[src/rtl/hart_sched_pkg.sv]
// Shared types and helpers for the coarse-grained multithreading scheduler.
//   hart_status_t : per-hart run status (READY / WAITING / DONE)
//   sched_state_t : scheduler FSM state (RUN / SWITCH / IDLE / HALT)
//   hart_w()      : width of a hart index, never below one bit
package hart_sched_pkg;

  typedef enum logic [1:0] {
    HS_READY   = 2'd0,
    HS_WAITING = 2'd1,
    HS_DONE    = 2'd2
  } hart_status_t;

  typedef enum logic [1:0] {
    ST_RUN    = 2'd0,
    ST_SWITCH = 2'd1,
    ST_IDLE   = 2'd2,
    ST_HALT   = 2'd3
  } sched_state_t;

  function automatic int unsigned hart_w(input int unsigned n);
    return (n <= 2) ? 1 : $clog2(n);
  endfunction

endpackage

[src/rtl/hart_scheduler_picker.sv]
// rr_hart_picker: combinational round-robin search for a READY hart.
//   status_i : per-hart status vector
//   start_i  : first hart index to examine; the search wraps, so the hart
//              just before start_i is examined last
//   found_o  : some hart is READY
//   pick_o   : first READY hart in search order (0 when none found)
module rr_hart_picker
  import hart_sched_pkg::*;
#(
  parameter int unsigned NUM_HARTS = 4,
  parameter int unsigned HART_W    = hart_w(NUM_HARTS)
) (
  input  hart_status_t [NUM_HARTS-1:0] status_i,
  input  logic [HART_W-1:0]            start_i,
  output logic                         found_o,
  output logic [HART_W-1:0]            pick_o
);

  logic [NUM_HARTS-1:0]   ready;
  logic [2*NUM_HARTS-1:0] ready_x2;
  logic [NUM_HARTS-1:0]   rot;
  logic [HART_W:0]        sum;

  // Doubling the ready vector turns the wrapping search into a plain
  // lowest-set-bit scan of a rotated copy.
  always_comb begin
    ready = '0;
    for (int unsigned i = 0; i < NUM_HARTS; i++) begin
      ready[i] = (status_i[i] == HS_READY);
    end
    ready_x2 = {ready, ready};
    rot      = NUM_HARTS'(ready_x2 >> start_i);
    found_o  = 1'b0;
    pick_o   = '0;
    sum      = '0;
    for (int unsigned k = 0; k < NUM_HARTS; k++) begin
      if (!found_o && rot[k]) begin
        found_o = 1'b1;
        sum     = {1'b0, start_i} + (HART_W+1)'(k);
        if (sum >= (HART_W+1)'(NUM_HARTS)) begin
          pick_o = HART_W'(sum - (HART_W+1)'(NUM_HARTS));
        end else begin
          pick_o = sum[HART_W-1:0];
        end
      end
    end
  end

endmodule

[src/rtl/hart_scheduler.sv]
// hart_scheduler: coarse-grained multithreading scheduler.
// Tracks READY/WAITING/DONE per hart, switches the pipeline to another
// READY hart on a cache miss or thread termination, wakes harts when their
// fill completes, idles when nothing is runnable and halts once every hart
// is DONE. All outputs are registered.
//   CLK, nRST          : clock, asynchronous active-low reset
//   cache_miss         : active hart stalled on a miss (pulse)
//   thread_terminated  : active hart terminated (pulse, beats cache_miss)
//   cache_updated      : fill done for hart fill_hart_id (pulse)
//   fill_hart_id       : hart owning the completed fill
//   active_hart        : hart owning the pipeline
//   switch_req         : one-cycle flush/context-swap strobe
//   idle               : no hart ready, pipeline stalls
//   halt_proc          : all harts terminated
// Optional feature: define HART_PREEMPT_EN for TIMESLICE-cycle preemption.
module hart_scheduler
  import hart_sched_pkg::*;
#(
  parameter  int unsigned NUM_HARTS = 4,
  parameter  int unsigned TIMESLICE = 256,
  localparam int unsigned HART_W    = hart_w(NUM_HARTS)
) (
  input  logic              CLK,
  input  logic              nRST,
  input  logic              cache_miss,
  input  logic              thread_terminated,
  input  logic              cache_updated,
  input  logic [HART_W-1:0] fill_hart_id,
  output logic [HART_W-1:0] active_hart,
  output logic              switch_req,
  output logic              idle,
  output logic              halt_proc
);

  if (NUM_HARTS < 2) begin : g_chk_harts
    $error("hart_scheduler needs at least two harts");
  end
  if (TIMESLICE < 2) begin : g_chk_slice
    $error("hart_scheduler TIMESLICE must be at least 2");
  end

  hart_status_t [NUM_HARTS-1:0] status_q, status_d;
  sched_state_t                 state_q;
  logic [HART_W-1:0]            active_q, start, pick;
  logic                         switch_q, idle_q, halt_q;
  logic                         found, run_event, any_waiting, fill_valid;

`ifdef HART_PREEMPT_EN
  localparam int unsigned CNT_W = $clog2(TIMESLICE);
  logic [CNT_W-1:0] cnt_q;
  logic             expire_q;
`endif

  assign fill_valid = (32'(fill_hart_id) < NUM_HARTS);
  assign run_event  = (state_q == ST_RUN) && (thread_terminated || cache_miss);
  assign start      = (32'(active_q) == NUM_HARTS - 1) ? '0 : active_q + HART_W'(1);

  // Wake is applied before the run event so a same-cycle fill is visible
  // to the picker; the outgoing hart's new status is folded in as well.
  always_comb begin
    status_d = status_q;
    if (cache_updated && fill_valid && status_q[fill_hart_id] == HS_WAITING) begin
      status_d[fill_hart_id] = HS_READY;
    end
    if (state_q == ST_RUN) begin
      if (thread_terminated) begin
        status_d[active_q] = HS_DONE;
      end else if (cache_miss) begin
        status_d[active_q] = HS_WAITING;
      end
    end
  end

  always_comb begin
    any_waiting = 1'b0;
    for (int unsigned i = 0; i < NUM_HARTS; i++) begin
      if (status_d[i] == HS_WAITING) any_waiting = 1'b1;
    end
  end

  rr_hart_picker #(
    .NUM_HARTS (NUM_HARTS),
    .HART_W    (HART_W)
  ) u_picker (
    .status_i (status_d),
    .start_i  (start),
    .found_o  (found),
    .pick_o   (pick)
  );

  always_ff @(posedge CLK or negedge nRST) begin
    if (!nRST) begin
      state_q  <= ST_RUN;
      for (int unsigned i = 0; i < NUM_HARTS; i++) status_q[i] <= HS_READY;
      active_q <= '0;
      switch_q <= 1'b0;
      idle_q   <= 1'b0;
      halt_q   <= 1'b0;
`ifdef HART_PREEMPT_EN
      cnt_q    <= '0;
      expire_q <= 1'b0;
`endif
    end else begin
      status_q <= status_d;
      switch_q <= 1'b0;
      case (state_q)
        ST_RUN: begin
          if (run_event) begin
            if (found) begin
              state_q  <= ST_SWITCH;
              active_q <= pick;
              switch_q <= 1'b1;
            end else if (any_waiting) begin
              state_q <= ST_IDLE;
              idle_q  <= 1'b1;
            end else begin
              state_q <= ST_HALT;
              halt_q  <= 1'b1;
            end
`ifdef HART_PREEMPT_EN
            cnt_q    <= '0;
            expire_q <= 1'b0;
          end else if (expire_q) begin
            // Expiry is registered, so the decision lands one cycle after
            // the count reaches TIMESLICE-1; the current hart is searched
            // last, so pick == active_q means nobody else is READY.
            cnt_q    <= '0;
            expire_q <= 1'b0;
            if (found && pick != active_q) begin
              state_q  <= ST_SWITCH;
              active_q <= pick;
              switch_q <= 1'b1;
            end
          end else if (cnt_q == CNT_W'(TIMESLICE - 1)) begin
            expire_q <= 1'b1;
          end else begin
            cnt_q <= cnt_q + CNT_W'(1);
`endif
          end
        end
        ST_SWITCH: begin
          state_q <= ST_RUN;
`ifdef HART_PREEMPT_EN
          cnt_q    <= '0;
          expire_q <= 1'b0;
`endif
        end
        ST_IDLE: begin
          if (found) begin
            state_q  <= ST_SWITCH;
            active_q <= pick;
            switch_q <= 1'b1;
            idle_q   <= 1'b0;
          end
        end
        ST_HALT: begin
        end
        default: state_q <= ST_RUN;
      endcase
    end
  end

  assign active_hart = active_q;
  assign switch_req  = switch_q;
  assign idle        = idle_q;
  assign halt_proc   = halt_q;

endmodule

[config.mk]
export PLATFORM = sky130hd
export DESIGN_NAME = hart_scheduler
export DESIGN_NICKNAME = d
export VERILOG_FILES = /design/src/rtl/hart_sched_pkg.sv /design/src/rtl/hart_scheduler_picker.sv /design/src/rtl/hart_scheduler.sv
export SDC_FILE = /design/constraint.sdc
export NUM_CORES = 1
export LEC_CHECK = 0
export ABC_AREA = 0
export BUFFER_PORTS_ARGS = -buffer_cell sky130_fd_sc_hd__buf_2
export CORE_ASPECT_RATIO = 1.1
export CORE_MARGIN = 10
export CORE_UTILIZATION = 50
export DETAILED_ROUTE_END_ITERATION = 10
export PLACE_DENSITY = 0.7
export SYNTH_ARGS = -nofsm -noshare
export SYNTH_HDL_FRONTEND = slang
export SYNTH_SLANG_ARGS = --single-unit
[constraint.sdc]
create_clock -name CLK -period 2.67 [get_ports CLK]
set_clock_uncertainty 0.15 [all_clocks]
set_input_delay 0.1335 -clock CLK [delete_from_list [all_inputs] [get_ports CLK]]
set_output_delay 0.1335 -clock CLK [all_outputs]
set_load 0.01 [all_outputs]
After elaboration in Yosys (flattened, before gate mapping)
Index checks and enable logic that the tools add are counted.
{"block": "totals", "output_inout_bits": 5, "in_bits": 7, "register_bits": 15, "elab_cells": 113}
{"block": "classes", "shifts": 1, "n_reduce_logical": 22, "magnitude_cmp": 8, "muxes": 43, "add_sub_neg": 8, "n_eq_ne": 12, "n_bitwise": 10}
{"operator": "2-to-1 mux 2 bit", "count": 17}
{"operator": "2-to-1 mux 8 bit", "count": 4}
{"operator": "2-to-1 mux 1 bit", "count": 15}
{"operator": "== test 2 x 1 -> 1 bit (second input constant)", "count": 6}
{"operator": "logical NOT 2 bit", "count": 5}
{"operator": "greater-or-equal comparator 3 bit (second input constant)", "count": 3}
{"operator": "AND 4 bit", "count": 2}
{"operator": "AND 8 bit", "count": 1}
{"operator": "demux 2 bit (select 2 bit)", "count": 2}
{"operator": "inequality test 2 bit (second input constant)", "count": 4}
{"operator": "NOT 4 bit", "count": 2}
{"operator": "NOT 8 bit", "count": 1}
{"operator": "bitwise OR 4 bit", "count": 2}
{"operator": "right shift 8 x 2 -> 4 bit", "count": 1}
{"operator": "subtractor 2 x 1 -> 2 bit (second input constant)", "count": 4}
{"operator": "logical AND 1 bit", "count": 7}
{"operator": "adder 2 x 2 -> 3 bit (second input constant)", "count": 2}
{"operator": "less-than comparator 2 x 3 -> 1 bit (second input constant)", "count": 2}
{"operator": "case mux 2 bit (3 select lines)", "count": 1}
{"operator": "AND reduction 5 bit", "count": 1}
{"operator": "binary-select mux 2 bit (select 2 bit)", "count": 1}
{"operator": "== test 2 bit (second input constant)", "count": 2}
{"operator": "greater-or-equal comparator 2 x 1 -> 1 bit (second input constant)", "count": 2}
{"operator": "case mux 1 bit (2 select lines)", "count": 2}
{"operator": "other kinds (12)", "count": 15}

Longest topological paths before layout
Gate-level depths: netlist of run 1.
{"block": "depth", "word_depth": 26, "ltp_mapped": 9, "ltp_nobuf": 8}

Cells and area by module
From an unflattened synthesis of run 1, not the netlist that was laid out.
{"block": "hier_totals", "cells_unflattened": 96, "hier_area_um2": 970.9}
{"module": "hart_scheduler", "cells_each": 78, "instances": 1, "area_each_um2": 865.8, "seq_area_each_um2": 375.4}
{"module": "rr_hart_picker", "cells_each": 18, "instances": 1, "area_each_um2": 105.1, "seq_area_each_um2": 0.0}

Least setup slack after synthesis of run 1
No wires, ideal clock.
{"block": "synth_timing", "kind": "flip-flop to flip-flop", "startpoint": "reg active_q[0] (netlist: active_hart[0])", "endpoint": "reg state_q[1]", "path_buffers": 0, "t_arrival_ns": 2.090, "path_stages_with_launch": 8, "t_required_ns": 2.399, "setup_time_ns": 0.121, "period_less_slack_ns": 2.361, "path_slack_ns": 0.309, "path_cell_list": "dfrtp_1 inv_1 ha_1 and3_1 a2111oi_4 nor4_2 a221o_1 a22o_1"}
{"block": "synth_via", "elab_chain_len": 24, "word_cells_on_any_way": 37, "cone_classes": "add/sub: 1; order compare: 2; eq/ne: 2; shift: 1; mux: 13; bitwise: 6; reduce/logical: 12"}
{"element": "start: declaration", "line_no": "hart_scheduler.sv:44", "rtl": "logic [HART_W-1:0] active_q, start, pick;"}
{"element": "start signal: assignment", "line_no": "hart_scheduler.sv:111", "rtl": "active_q <= pick;"}
{"element": "start signal: assignment", "line_no": "hart_scheduler.sv:151", "rtl": "active_q <= pick;"}
{"element": "less-than comparator 2 x 3 -> 1 bit (not written as such) or greater-or-equal comparator 2 x 1 -> 1 bit (tied branches)", "line_no": "hart_scheduler.sv:67, hart_scheduler.sv:69"}
{"element": "logical AND 1 bit (not written as such)", "line_no": "hart_scheduler.sv:67, hart_scheduler.sv:69"}
{"element": "2-to-1 mux 2 bit (not written as such)", "line_no": "hart_scheduler.sv:67, hart_scheduler.sv:69"}
{"element": "demux 2 bit (select 2 bit)", "line_no": "hart_scheduler.sv:67, hart_scheduler.sv:69"}
{"element": "NOT 4 bit (no source line)"}
{"element": "AND 4 bit (no source line)"}
{"element": "2-to-1 mux 8 bit", "line_no": "hart_scheduler.sv:68", "rtl": "end else if (cache_miss) begin"}
{"element": "2-to-1 mux 8 bit", "line_no": "hart_scheduler.sv:66", "rtl": "if (thread_terminated) begin"}
{"element": "[... 8 more ...]"}
{"element": "logical AND 1 bit", "line_no": "hart_scheduler_picker.sv:37", "rtl": "if (!found_o && rot[k]) begin"}
{"element": "2-to-1 mux 1 bit", "line_no": "hart_scheduler_picker.sv:37"}
{"element": "logical NOT 1 bit", "line_no": "hart_scheduler_picker.sv:37"}
{"element": "logical AND 1 bit", "line_no": "hart_scheduler_picker.sv:37"}
{"element": "2-to-1 mux 1 bit (*)", "line_no": "hart_scheduler_picker.sv:37"}
{"element": "2-to-1 mux 2 bit", "line_no": "hart_scheduler.sv:109", "rtl": "if (found) begin"}
{"element": "2-to-1 mux 2 bit", "line_no": "hart_scheduler.sv:108", "rtl": "if (run_event) begin"}
{"element": "case mux 2 bit (3 select lines)", "line_no": "hart_scheduler.sv:106", "rtl": "case (state_q)"}
{"element": "end signal: assignment", "line_no": "hart_scheduler.sv:110", "rtl": "state_q <= ST_SWITCH;"}
{"element": "end signal: assignment", "line_no": "hart_scheduler.sv:114", "rtl": "state_q <= ST_IDLE;"}
{"element": "end signal: assignment", "line_no": "hart_scheduler.sv:117", "rtl": "state_q <= ST_HALT;"}
{"element": "end: declaration", "line_no": "hart_scheduler.sv:43", "rtl": "sched_state_t state_q;"}
Mark *: on every way between the ends. The rest lies on a longest branch, timed or not. The select of a mux whose other input is x is not followed.
A chain may end at the register's enable or synchronous reset.

Worst setup path in the final report of run 1
{"block": "layout_timing", "startpoint": "reg state_q[1]", "endpoint": "reg state_q[1]"}
{"block": "layout_via", "elab_chain_len": 17, "word_cells_on_any_way": 27, "cone_classes": "eq/ne: 4; shift: 1; mux: 8; reduce/logical: 14"}
{"element": "start signal: assignment", "line_no": "hart_scheduler.sv:93", "rtl": "state_q <= ST_RUN;"}
{"element": "start signal: assignment", "line_no": "hart_scheduler.sv:110"}
{"element": "start signal: assignment", "line_no": "hart_scheduler.sv:114"}
{"element": "logical NOT 2 bit", "line_no": "hart_scheduler.sv:55, hart_scheduler.sv:65, hart_scheduler.sv:106"}
{"element": "2-to-1 mux 8 bit", "line_no": "hart_scheduler.sv:65", "rtl": "if (state_q == ST_RUN) begin"}
{"element": "logical NOT 2 bit", "line_no": "hart_scheduler_picker.sv:29", "rtl": "ready[i] = (status_i[i] == HS_READY);"}
{"element": "right shift 8 x 2 -> 4 bit", "line_no": "hart_scheduler_picker.sv:32", "rtl": "rot = NUM_HARTS'(ready_x2 >> start_i);"}
{"element": "2-to-1 mux 1 bit", "line_no": "hart_scheduler_picker.sv:37"}
{"element": "logical NOT 1 bit", "line_no": "hart_scheduler_picker.sv:37"}
{"element": "logical AND 1 bit", "line_no": "hart_scheduler_picker.sv:37"}
{"element": "2-to-1 mux 1 bit", "line_no": "hart_scheduler_picker.sv:37"}
{"element": "logical NOT 1 bit", "line_no": "hart_scheduler_picker.sv:37"}
{"element": "logical AND 1 bit", "line_no": "hart_scheduler_picker.sv:37"}
{"element": "2-to-1 mux 1 bit", "line_no": "hart_scheduler_picker.sv:37"}
{"element": "logical NOT 1 bit", "line_no": "hart_scheduler_picker.sv:37"}
{"element": "logical AND 1 bit", "line_no": "hart_scheduler_picker.sv:37"}
{"element": "2-to-1 mux 1 bit", "line_no": "hart_scheduler_picker.sv:37"}
{"element": "2-to-1 mux 2 bit", "line_no": "hart_scheduler.sv:109"}
{"element": "2-to-1 mux 2 bit", "line_no": "hart_scheduler.sv:108"}
{"element": "case mux 2 bit (3 select lines)", "line_no": "hart_scheduler.sv:106"}
Several ways; a longest one is shown, not always the timed one. The select of a mux whose other input is x is not followed.

==> impl_metrics.tcl, run 1 <==
set metrics [dict create \
    outcome "finished, final reports clean" \
    die_width_um 62.6 \
    core_um2 1840 \
    fin_crit_ns 2.51 \
    worstReg2RegEnd "state_q[1]" \
    grt_usage_pct 11.1 \
    internal_power_mw 0.633 \
    io_pins 12 \
    routed_via_density 5.73 \
    synthFlopType "dfrtp_1" \
    ys_ff_latch 15 \
    tightest_slew_ns 0.473 \
    synth_commonest_cells "dfrtp_1 (15), a21oi_1 (13), inv_1 (10), nor2_1 (10), and3_1 (8)" \
    holdPathStages 4 \
    rsz0062_at_grt "no" \
    peakVddDrop_v 0.000685 \
    utilization_pct 62.9 \
    drc 0 \
    place_congestion 0.814 \
    hold_path.class "primary input to register" \
    avgSynthCellArea_um2 10.2 \
    clkPwrFrac_pct 11.7 \
    hold_start "cache_miss" \
    vias 825 \
    hold_slack_ns 0.0583 \
    port_buffers 11 \
    root_buffer "clkbuf_4" \
    path_buf_inv 1 \
    ctsLongestPathBuffers 2 \
    syn_area_um2 996 \
    hpwlAfterDp_um 1650 \
    power_mw 1.11 \
    rows 16 \
    final.period_utilization_pct 94.1 \
    antennaDiodeCount 0 \
    slew_violations 0 \
    r2r_cells 7 \
    grt_pass1_vias 853 \
    max_stage_delay_ns 0.50 \
    pwr-share-seq_pct 33.4 \
    ys_warn_count 0 \
    async_flop_share_pct 100 \
    clk-insertion-delay-late_ns 0.29 \
    critical_path_peak_fanout 11 \
    n_fill_cell 168 \
    htree_levels 1 \
    whs_endpoint "status_q[3]" \
    grt_max_degree 16 \
    setup_viol 0 \
    ys_seq_area_share_pct 37.7 \
    finalWirelength_um 2110 \
    clk_pin_slew_worst_paths_ns 0.09 \
    drive_gt1_share_pct 22.2 \
    nNetsFinal 132 \
    critPathKind "register to register" \
    start_kind "register" \
    end_kind "register" \
    synth_edf_count 0 \
    gr-total-overflow 0 \
    reg2reg_from "state_q[1]" \
    p_leak_nw 0.533 \
    drv_cap 0 \
    synth_cell_types 29 \
    synthCells 98 \
    antenna_found_initial 0 \
    cts_tree "yes" \
    crit_chain "inv_1, ha_1, and3_1, a2111oi_4, nor4_4, a221o_1, a22o_1" \
    power.share.switching_pct 43.1 \
    crit_path_top_delay_cell "a2111oi_4" \
    initial_utilization_pct 54.1 \
    synth_most_common_cell "dfrtp_1" \
    crit_arrival_ns 2.55 \
    r2r_slack_ns 0.16 \
    numCtsBuffers 3 \
    die_area_um2 4180 \
    tns_ns 0 \
    grt_pass1_wl_um 3830 \
    ys_top_cells_by_area "dfrtp_1 (38%), a2111oi_4 (11%), ha_1 (8.8%), a21oi_1 (6.5%), and3_1 (5.0%)" \
    post-cts-setup-buffers 0 \
    power_density_nw_per_um2 961 \
    dr.first_iter.drc_count 21 \
    syn-num-nets 112 \
    yosys.area.top_type "dfrtp_1" \
    synthToLayoutAreaGrowth_pct 16.3 \
    switchingPower_mw 0.480 \
    dr.pass1.iters 4 \
    die_h_um 66.8 \
    pwr-share-comb_pct 54.8 \
    clock_sinks 15 \
    avgRoutedWirePerCell_um 14.7 \
    relSlewSlack_pct 68.2 \
    antenna_left 0 \
    synthDominantCellAreaShare_pct 37.7 \
    fmax_mhz 398 \
    crit_family "compound AO/OA/AOI/OAI gates" \
    hold_violations 0 \
    cp.required_ns 2.70 \
]
==> cell usage in the layout (no fill, tap or decap), types with 2 or more instances in the layout <==
| cell type | instances |
|---|---|
| ha_1 | 7 |
| o21ai_0 | 3 |
| buf_4 | 4 |
| nand4bb_1 | 2 |
| nand2_1 | 2 |
| o21bai_1 | 3 |
| and3_1 | 8 |
| buf_2 | 11 |
| dfrtp_1 | 14 |
| clkbuf_4 | 3 |
| a211o_1 | 2 |
| nand3_1 | 2 |
| inv_1 | 10 |
| a22o_1 | 2 |
| nor2_1 | 10 |
| a2111oi_4 | 4 |
| a21oi_1 | 13 |
==> state kept, by name, indices dropped and copies added, names as in the netlist <==
signal and cells:
switch_req 1, idle 1, status_q 8, state_q 2, active_hart 2, halt_proc 1
==> per-stage QoR <==
stage                     instances  setup WS [ns]  area [µm²]
final                           144          0.157        1160
after global routing            144         0.0492        1160
after CTS                       144          0.101        1150
after detailed placement        139          0.125        1110
after global placement          139          0.186        1110
after floorplan                  98          0.309         996
==> area by class of cell <==
| class | instances | area (µm²) | share of cell area, % |
|---|---|---|---|
| multi-input combinational | 72 | 588 | 50.8 |
| clock buffer | 3 | 22.5 | 1.94 |
| sequential | 15 | 377 | 32.5 |
| inverter | 10 | 37.5 | 3.24 |
| timing repair buffer | 16 | 95.1 | 8.21 |
| tap | 27 | 33.8 | 2.92 |
| clock inverter | 1 | 5.00 | 0.432 |
==> kinds of logic (layout without fill, tap and decap cells) <==
group,after synthesis,in the layout,share of synthesized area (%)
AO/OA/AOI/OAI,35,35,31.2
adder cells (fa/ha/maj),7,7,8.79
buffers and inverters,11,30,4.15
flip-flops,15,15,37.7
AND/OR/NAND/NOR,30,30,18.2
==> how the worst max path moves through the flow <==
stage	cells past startpoint	slack (ns)	endpoint	startpoint
2_1_floorplan	7	0.31	state_q[1]	active_hart[0]
3_3_place_gp	7	0.19	state_q[1]	active_hart[0]
3_5_place_dp	7	0.12	state_q[1]	active_hart[0]
4_1_cts	7	0.10	state_q[1]	active_hart[0]
5_1_grt	7	0.05	state_q[1]	state_q[1]
6_report	7	0.16	state_q[1]	state_q[1]
==> power by group through the flow <==
stage	Combinational, mW	Sequential, mW	Clock (mW)
2_1_floorplan	0.431	0.371	0
3_3_place_gp	0.575	0.371	0
3_5_place_dp	0.589	0.374	0
4_1_cts	0.596	0.369	0.134
5_1_grt	0.688	0.382	0.154
6_report	0.611	0.372	0.131
==> repair_timing <==
action | CTS | global route
resized for setup | 0 | 2
hold buffers | 1 | 0
endpoints found under the setup margin | 0 | 2
hold endpoints to repair | 15 | 0
==> metal layers <==
metal  wire length (µm)  GRT usage (%)
met2                986           18.7
met5                  0              0
met4                 30           5.87
met1               1010           13.0
met3                 85           2.51
==> worst min-delay path, delay by kind of cell <==
| family | cells | cell delay [ns] |
|---|---|---|
| simple gates | 1 | 0.07 |
| compound gates | 1 | 0.06 |
| buf+inv | 2 | 0.20 |
Note: power is estimated with default switching activity, not from simulation.
==> run 2: changes to the inputs <==
--- a/config.mk
+++ b/config.mk
@@ -12,6 +12,7 @@
 export CORE_UTILIZATION = 50
 export DETAILED_ROUTE_END_ITERATION = 10
 export PLACE_DENSITY = 0.7
+export RECOVER_POWER = 100
 export SYNTH_ARGS = -nofsm -noshare
 export SYNTH_HDL_FRONTEND = slang
 export SYNTH_SLANG_ARGS = --single-unit
==> impl_metrics.tcl, run 2 (same netlist as run 1, synthesis figures left out) <==
set metrics [dict create \
    start_kind "register" \
    grt_usage_pct 11.1 \
    hpwlAfterDp_um 1650 \
    critPathKind "register to register" \
    grt_pass1_wl_um 3830 \
    dr.pass1.iters 4 \
    routed_via_density 5.74 \
    n_fill_cell 169 \
    hold_path.class "primary input to register" \
    hold_violations 0 \
    slew_violations 0 \
    post-cts-setup-buffers 0 \
    cp.required_ns 2.70 \
    cts_tree "yes" \
    dr.first_iter.drc_count 21 \
    r2r_slack_ns 0.16 \
    regMostFlops "status_q" \
    vias 827 \
    regArea_um2 377 \
    drc 0 \
    antenna_found_initial 0 \
    tightest_slew_ns 0.831 \
    synthToLayoutAreaGrowth_pct 15.7 \
    root_buffer "clkbuf_4" \
    nNetsFinal 132 \
    place_congestion 0.814 \
    antenna_left 0 \
    io_pins 12 \
    die_area_um2 4180 \
    htree_levels 1 \
    final.period_utilization_pct 94.1 \
    end_kind "register" \
    avgRoutedWirePerCell_um 14.7 \
    final_cell_mix "dfrtp_1 (14), a21oi_1 (13), inv_1 (10), nor2_1 (10), and3_1 (8)" \
    gr-total-overflow 0 \
    critical_path_peak_fanout 11 \
    port_buffers 11 \
    power_density_nw_per_um2 962 \
    fmax_mhz 398 \
    numCtsBuffers 3 \
    hold_slack_ns 0.0583 \
    final_common_cell "dfrtp_1" \
    drv_cap 0 \
    setup_viol 0 \
    peakVddDrop_v 0.000685 \
    ctsLongestPathBuffers 2 \
    tns_ns 0 \
    core_um2 1840 \
    fin_crit_ns 2.51 \
    drive_gt1_share_pct 17.9 \
    r2r_cells 7 \
    largest_reg_flops 8 \
    grt_max_degree 16 \
    initial_utilization_pct 54.1 \
    die_width_um 62.6 \
    relSlewSlack_pct 44.6 \
    grt_pass1_vias 853 \
    crit_arrival_ns 2.55 \
    rows 16 \
    finalWirelength_um 2110 \
    p_leak_nw 0.517 \
    multi_input_area_um2 588 \
    clk_pin_slew_worst_paths_ns 0.09 \
    holdPathStages 4 \
    antennaDiodeCount 0 \
    clk-insertion-delay-late_ns 0.29 \
    rsz0062_at_grt "no" \
    clock_sinks 15 \
    die_h_um 66.8 \
    outcome "finished, final reports clean" \
]
[run 2: cell count changes in the layout (fill, tap and decap cells not counted), sizes merged]
cell | before | now
clkbuf | 3 | 8
buf | 15 | 10
[run 2: layout make-up]
class                      instances  share of cell area (%)
tap                               27                    2.93
multi-input combinational         72                    51.0
clock buffer                       3                    1.95
timing repair buffer              16                    7.71
sequential                        15                    32.7
clock inverter                     1                   0.434
inverter                          10                    3.26
[run 2: metal layers]
| layer | vias up | GRT usage, % | wire [µm] |
|---|---|---|---|
| met5 | - | 0 | 0 |
| met4 | 0 | 5.87 | 30 |
| met3 | 4 | 2.51 | 88 |
| met2 | 18 | 18.7 | 985 |
| met1 | 398 | 13.0 | 1010 |
| li1 | 407 | - | - |
[run 2: report_power, final]
group	switching [mW]	total [mW]	internal (mW)
Sequential	0.0729	0.373	0.300
Clock	0.0748	0.130	0.0557
Combinational	0.333	0.606	0.273
Total	0.481	1.11	0.628
[run 2: path summary, 6_finish.rpt]
| kind | start | endpoint |
|---|---|---|
| worst max-delay path | state_q[1] | state_q[1] |
| worst min-delay path | cache_miss | status_q[3] |
| worst max register to register | state_q[1] | state_q[1] |
| worst min register to register | halt_proc | halt_proc |
| max in group asynchronous | nRST | active_hart[0] |
| min in group asynchronous | nRST | status_q[1] |
[run 2: critical path, cell delays in order (launching register included)]
cell and delay (ns):
dfrtp_1 0.42, inv_1 0.06, ha_1 0.27, and3_1 0.26, a2111oi_4 0.50, nor4_4 0.12, a221o_1 0.39, a22o_1 0.23
[run 2: metrics by stage]
step                setup WS, ns  util (%)  instance area, µm²  instances  total power [mW]
floorplan                  0.309         -                 996         98             0.802
global placement           0.186      60.3                1110        139             0.946
detailed placement         0.125      60.3                1110        139             0.963
CTS                        0.101      62.4                1150        144              1.10
global route              0.0492      62.6                1150        144              1.22
finish                     0.156      62.6                1150        144              1.11
[run 2: timing repair]
action / 4_1_cts / 5_1_grt
endpoints found under the hold margin: 15 / 0
hold buffers: 1 / 0
endpoints found under the setup margin: 0 / 2
resized for setup: 0 / 2
